$ cat config.mk
export PLATFORM = sky130hd
export DESIGN_NAME = apb_arb
export DESIGN_NICKNAME = d
export VERILOG_FILES = /design/src/rtl/apb_arb_pkg.sv /design/src/rtl/apb_rr_pick.sv /design/src/rtl/apb_arb.sv
export SDC_FILE = /design/constraint.sdc
export NUM_CORES = 1
export LEC_CHECK = 0
export CORE_AREA = 2 2 128 130
export CTS_CLUSTER_DIAMETER = 120
export DETAILED_ROUTE_END_ITERATION = 8
export DIE_AREA = 0 0 130 132
export PLACE_DENSITY_LB_ADDON = 0.25
export SYNTH_ARGS = -nofsm -noshare
export SYNTH_HDL_FRONTEND = slang
export SYNTH_SLANG_ARGS = --single-unit
export TNS_END_PERCENT = 30
$ cat constraint.sdc
create_clock -name pclk -period 2 [get_ports pclk]
set_input_delay 0.5 -clock pclk [delete_from_list [all_inputs] [get_ports pclk]]
set_output_delay 0.5 -clock pclk [all_outputs]
set_load 0.005 [all_outputs]
$ cat src/rtl/apb_arb_pkg.sv
// Shared types and widths for the APB4 round-robin arbiter.
// The APB_ARB_TIMEOUT_EN build option is consumed by apb_arb only.
package apb_arb_pkg;

    localparam int APB_DW = 32;
    localparam int APB_SW = 4;
    localparam int APB_PW = 3;
    // Widest address the captured request can carry; ADDR_W must not exceed it.
    localparam int APB_AW = 32;

    typedef enum logic [1:0] {
        ARB_IDLE   = 2'd0,
        ARB_SETUP  = 2'd1,
        ARB_ACCESS = 2'd2
    } arb_state_t;

    typedef struct packed {
        logic              write;
        logic [APB_AW-1:0] addr;
        logic [APB_DW-1:0] wdata;
        logic [APB_SW-1:0] strb;
        logic [APB_PW-1:0] prot;
    } apb_req_t;

endpackage

$ cat src/rtl/apb_rr_pick.sv
// Combinational round-robin picker: first request at or after ptr, wrapping.
module apb_rr_pick #(
    parameter int NREQ = 2,
    parameter int PW   = (NREQ > 1) ? $clog2(NREQ) : 1
) (
    input  logic [NREQ-1:0] req,
    input  logic [PW-1:0]   ptr,
    output logic [NREQ-1:0] gnt,
    output logic [PW-1:0]   gnt_idx,
    output logic            valid
);

    int          cand_s;
    logic [PW-1:0] cand_idx_s;

    // Scan requesters in priority order starting at ptr and keep the first hit
    always_comb begin
        gnt        = '0;
        gnt_idx    = '0;
        valid      = 1'b0;
        cand_s     = 0;
        cand_idx_s = '0;
        for (int i = 0; i < NREQ; i++) begin
            cand_s     = int'(ptr) + i;
            cand_s     = (cand_s >= NREQ) ? (cand_s - NREQ) : cand_s;
            cand_idx_s = PW'(cand_s);
            if (!valid && req[cand_idx_s]) begin
                valid           = 1'b1;
                gnt[cand_idx_s] = 1'b1;
                gnt_idx         = cand_idx_s;
            end else begin
                valid = valid;
            end
        end
    end

endmodule

$ cat src/rtl/apb_arb.sv
// NREQ-port APB4 arbiter, round-robin, one downstream transfer per grant.
// Optional build macro APB_ARB_TIMEOUT_EN bounds the ACCESS phase to TIMEOUT_CYCLES.
module apb_arb
    import apb_arb_pkg::*;
#(
    parameter int NREQ           = 2,
    parameter int ADDR_W         = 32,
    parameter int TIMEOUT_CYCLES = 16
) (
    input  logic                          pclk,
    input  logic                          presetn,
    input  logic [NREQ-1:0]               s_psel,
    input  logic [NREQ-1:0]               s_penable,
    input  logic [NREQ-1:0]               s_pwrite,
    input  logic [NREQ-1:0][ADDR_W-1:0]   s_paddr,
    input  logic [NREQ-1:0][APB_DW-1:0]   s_pwdata,
    input  logic [NREQ-1:0][APB_SW-1:0]   s_pstrb,
    input  logic [NREQ-1:0][APB_PW-1:0]   s_pprot,
    output logic [NREQ-1:0]               s_pready,
    output logic [NREQ-1:0][APB_DW-1:0]   s_prdata,
    output logic [NREQ-1:0]               s_pslverr,
    output logic                          m_psel,
    output logic                          m_penable,
    output logic                          m_pwrite,
    output logic [ADDR_W-1:0]             m_paddr,
    output logic [APB_DW-1:0]             m_pwdata,
    output logic [APB_SW-1:0]             m_pstrb,
    output logic [APB_PW-1:0]             m_pprot,
    input  logic                          m_pready,
    input  logic [APB_DW-1:0]             m_prdata,
    input  logic                          m_pslverr
);

    localparam int PW = (NREQ > 1) ? $clog2(NREQ) : 1;

    arb_state_t      state_r;
    logic [PW-1:0]   ptr_r;
    logic [PW-1:0]   gnt_idx_r;
    logic [NREQ-1:0] gnt_oh_r;
    apb_req_t        req_r;
    logic            m_psel_r;
    logic            m_penable_r;

    logic [NREQ-1:0] pick_gnt_s;
    logic [PW-1:0]   pick_idx_s;
    logic            pick_valid_s;
    apb_req_t        req_s;
    logic [PW-1:0]   ptr_next_s;
    logic            timeout_s;
    logic            done_s;
    // Upstream PENABLE carries no information the arbiter needs.
    logic            unused_s;

    assign unused_s = ^s_penable;

    apb_rr_pick #(.NREQ(NREQ), .PW(PW)) u_pick (
        .req     (s_psel),
        .ptr     (ptr_r),
        .gnt     (pick_gnt_s),
        .gnt_idx (pick_idx_s),
        .valid   (pick_valid_s)
    );

    // Winning requester's transfer, strobes cleared for reads
    always_comb begin
        req_s       = '0;
        req_s.write = s_pwrite[pick_idx_s];
        req_s.addr  = APB_AW'(s_paddr[pick_idx_s]);
        req_s.wdata = s_pwdata[pick_idx_s];
        req_s.strb  = s_pwrite[pick_idx_s] ? s_pstrb[pick_idx_s] : {APB_SW{1'b0}};
        req_s.prot  = s_pprot[pick_idx_s];
    end

    assign ptr_next_s = (gnt_idx_r == PW'(NREQ - 1)) ? {PW{1'b0}} : (gnt_idx_r + PW'(1));

`ifdef APB_ARB_TIMEOUT_EN
    localparam int TW = $clog2(TIMEOUT_CYCLES + 1);
    logic [TW-1:0] tmo_cnt_r;

    // Counts ACCESS cycles of the transfer in flight
    always_ff @(posedge pclk or negedge presetn) begin
        if (!presetn) begin
            tmo_cnt_r <= '0;
        end else if (state_r == ARB_ACCESS) begin
            tmo_cnt_r <= tmo_cnt_r + TW'(1);
        end else begin
            tmo_cnt_r <= '0;
        end
    end

    assign timeout_s = (state_r == ARB_ACCESS) && !m_pready &&
                       (tmo_cnt_r == TW'(TIMEOUT_CYCLES - 1));
`else
    assign timeout_s = 1'b0;
`endif

    assign done_s = (state_r == ARB_ACCESS) && (m_pready || timeout_s);

    // Arbitration FSM; downstream controls and payload come straight from flops
    always_ff @(posedge pclk or negedge presetn) begin
        if (!presetn) begin
            state_r     <= ARB_IDLE;
            ptr_r       <= '0;
            gnt_idx_r   <= '0;
            gnt_oh_r    <= '0;
            req_r       <= '0;
            m_psel_r    <= 1'b0;
            m_penable_r <= 1'b0;
        end else begin
            case (state_r)
                ARB_IDLE: begin
                    if (pick_valid_s) begin
                        state_r     <= ARB_SETUP;
                        gnt_idx_r   <= pick_idx_s;
                        gnt_oh_r    <= pick_gnt_s;
                        req_r       <= req_s;
                        m_psel_r    <= 1'b1;
                        m_penable_r <= 1'b0;
                    end else begin
                        state_r <= ARB_IDLE;
                    end
                end
                ARB_SETUP: begin
                    state_r     <= ARB_ACCESS;
                    m_penable_r <= 1'b1;
                end
                ARB_ACCESS: begin
                    if (done_s) begin
                        state_r     <= ARB_IDLE;
                        ptr_r       <= ptr_next_s;
                        gnt_oh_r    <= '0;
                        req_r       <= '0;
                        m_psel_r    <= 1'b0;
                        m_penable_r <= 1'b0;
                    end else begin
                        state_r <= ARB_ACCESS;
                    end
                end
                default: begin
                    state_r     <= ARB_IDLE;
                    gnt_oh_r    <= '0;
                    req_r       <= '0;
                    m_psel_r    <= 1'b0;
                    m_penable_r <= 1'b0;
                end
            endcase
        end
    end

    assign m_psel    = m_psel_r;
    assign m_penable = m_penable_r;
    assign m_pwrite  = req_r.write;
    assign m_paddr   = ADDR_W'(req_r.addr);
    assign m_pwdata  = req_r.wdata;
    assign m_pstrb   = req_r.strb;
    assign m_pprot   = req_r.prot;

    // Route the completion back to the granted requester only
    always_comb begin
        s_pready  = '0;
        s_prdata  = '0;
        s_pslverr = '0;
        for (int i = 0; i < NREQ; i++) begin
            if (done_s && gnt_oh_r[i]) begin
                s_pready[i]  = 1'b1;
                s_pslverr[i] = timeout_s | m_pslverr;
                s_prdata[i]  = (timeout_s || req_r.write) ? {APB_DW{1'b0}} : m_prdata;
            end else begin
                s_pready[i]  = 1'b0;
                s_pslverr[i] = 1'b0;
                s_prdata[i]  = {APB_DW{1'b0}};
            end
        end
    end

endmodule
==> impl_metrics.toml <==
[clock_tree]
cts-root-buf = "clkbuf_16"
htree_levels = 3
clk_latency_ps = 330
cts_max_path_buffers = 2
clock_sinks = 80
postCtsHoldBufs = 0
clk_pin_slew_worst_paths_ps = 60
tritoncts = "built"
cts_made_buffers = 9

[sta]
worst_slew_pin_slew_ps = 401.9
skew_ps = 8.432
rsz0062_at_grt = "yes"
max_freq_mhz = 459.6
whs_ps = 68.51
hold_violations = 0
fin_setup_tns_ps = -7222
period_share_pct = 108.8
setup_slack_ps = -176.0
report.final.slew_viol_count = 0
period_needed_ps = 2176
setup_viol = 66
slew_headroom_pct = 73.11

[power]
p_leak_nw = 3.735
peakVddDrop_uv = 505.3
p_per_area_nw_per_um2 = 1084

[worst_setup_path]
crit_path_max_fanout = 8
critPathKind = "register to output pin"
rrSetupSlack_ps = 410
worstPathRequired_ps = 1500
path_cells = "nand2b_4, nor2_4, buf_6, nand2_8, buf_16, buf_12, nor2_2, buf_2"
worstSetupEndpointType = "output pin"
critPathMaxStageDelay_ps = 380
worstPathArrival_ps = 1680
critical-path-slowest-cell = "dfrtp_1"
critPathLaunchType = "register"

[cells_and_area]
syn_to_final_growth_pct = 103.3
seq_area_um2 = 2002
fillers = 1374
final_common_cell = "clkdlybuf4s50_1"
stdcell_count = 955
final_cell_mix = "253 x clkdlybuf4s50_1, 80 x dfrtp_1, 69 x o2bb2ai_1, 68 x mux2i_1, 62 x buf_2"
drive_gt1_share_pct = 26.12
nets = 918
antennaDiodeCount = 0
multiInputGateArea_um2 = 2250

[global_routing]
grt_max_degree = 39
track_usage_pct = 17.69
grt_pass1_vias = 4461
grt_pass1_wl_um = 23430
antenna_found_initial = 0
grt.overflow.total = 0

[hold_path]
hold_path_class = "input port to asynchronous set/reset pin"

[floorplan]
start_util_pct = 26.37
ioPinCount = 326
die_x_um = 130
core_area_um2 = 15710
die_h_um = 132
num_rows = 46
dieArea_um2 = 17160

[detailed_routing]
viasPerCell = 4.557
postRouteAntennaNets = 0
drc = 0
routedWlPerCell_um = 16.94
vias = 4352
drt_pass1_iterations = 4
wl_um = 16180
drt_iter0_markers = 71

[yosys]
syn-cell-area_um2 = 4144
yosysWarnings = 0
synthCells = 385
ys_seq_area_share_pct = 48.31
synth_nets = 569
synth.distinct_cells = 24
syn_avg_cell_area_um2 = 10.76
yosys_register_bits = 80

[status]
run_status = "complete, but fails checks"
violations = "negative setup slack"

[placed_design]
place_inst = 918
dp_hpwl_um = 11860
io_buffers = 323
place_congestion = 0.7456

[flow_run]
maxCapViolCount = 0
-- state kept, by name, indices dropped and copies added, names as in the netlist --
name / count
m_penable: 1
m_pwrite: 1
m_psel: 1
gnt_oh_r: 2
m_pwdata: 32
ptr_r: 1
state_r: 2
m_pprot: 3
m_pstrb: 4
gnt_idx_r: 1
m_paddr: 32
-- layer usage --
layer | GRT usage (%) | part of all wire (%)
met5 | 0 | 0
met4 | 5.018 | 1.6
met3 | 5.357 | 8.2
met2 | 34.53 | 55
met1 | 17.63 | 35
-- synthesized netlist by cell type --
cell type	number	share of area [%]
nor2_4	1	0.27
clkbuf_1	11	1.0
a21boi_1	1	0.18
o21ai_0	2	0.24
mux2i_1	68	16
and3_1	1	0.15
nor2_1	69	6.3
buf_2	7	0.85
o2bb2ai_1	69	15
and2_1	5	0.75
o21ai_1	2	0.24
o32ai_1	1	0.21
a22o_1	1	0.21
o21ai_2	1	0.21
a221o_1	4	0.97
dfrtp_1	80	48
inv_1	3	0.27
a21oi_1	1	0.12
a21o_1	1	0.18
buf_6	1	0.27
buf_4	13	2.4
inv_2	3	0.27
nand2b_1	34	5.1
nand2_1	6	0.54
-- per-stage QoR --
step | instance area (um2) | utilization (%) | total power, mW | setup slack (ps)
global route | 8423 | 53.61 | 9.711 | -290.7
CTS | 8194 | 52.15 | 9.142 | -203.5
finish | 8423 | 53.61 | 9.130 | -176.0
global placement | 7812 | 49.72 | 7.269 | -668.4
floorplan | 4144 | - | 4.666 | 264.3
detailed placement | 7812 | 49.72 | 7.368 | -690.8
-- where the power goes --
| group | total, mW | switching [mW] | internal, mW | leakage [nW] |
|---|---|---|---|---|
| clock | 1.51 | 0.636 | 0.870 | 0.128 |
| sequential | 2.79 | 0.436 | 2.35 | 1.01 |
| combinational | 4.84 | 2.07 | 2.77 | 2.60 |
| total | 9.13 | 3.14 | 5.99 | 3.73 |
-- final timing paths --
check,from,endpoint,cells past startpoint
min,presetn,m_paddr[13]$_DFFE_PN0P_,1
min in group pclk,gnt_idx_r$_DFFE_PN0P_,ptr_r$_DFFE_PN0P_,1
max,state_r[0]$_DFF_PN0_,s_prdata[57],8
max in group asynchronous,presetn,state_r[0]$_DFF_PN0_,2
max reg2reg,state_r[1]$_DFF_PN0_,gnt_oh_r[0]$_DFFE_PN0P_,6
min reg2reg,gnt_idx_r$_DFFE_PN0P_,ptr_r$_DFFE_PN0P_,1
-- layout make-up --
class                   instances  area share [%]
repair buffers                370           42.78
multi-input cells             267           26.71
flip-flops and latches         80           23.77
well taps                     216           3.209
clock buffers                  11           2.882
clock inverters                 5          0.3862
inverters                       6          0.2674
-- what timing repair did --
action / CTS / global route
endpoints found under the hold margin: 0 / 0
endpoints found under the setup margin: 68 / 68
gates resized for setup: 325 / 54
pin swaps: 35 / 3
gates cloned: 5 / 0
setup buffers: 14 / 2
-- kinds of logic (layout without fill, tap and decap cells) --
family,after synthesis,count (layout),share of synthesized area [%]
flops,80,80,48.31
compound gates,83,83,17.15
buf+inv,38,392,5.012
simple gates,116,116,13.10
mux,68,68,16.43
-- worst max-delay path: cells and delay by family, from the launching register on --
family | cells | cell delay (ps)
buffers and inverters | 4 | 530
AND/OR/NAND/NOR | 4 | 430
flip-flops | 1 | 380
(Power assumes the default switching activity.)
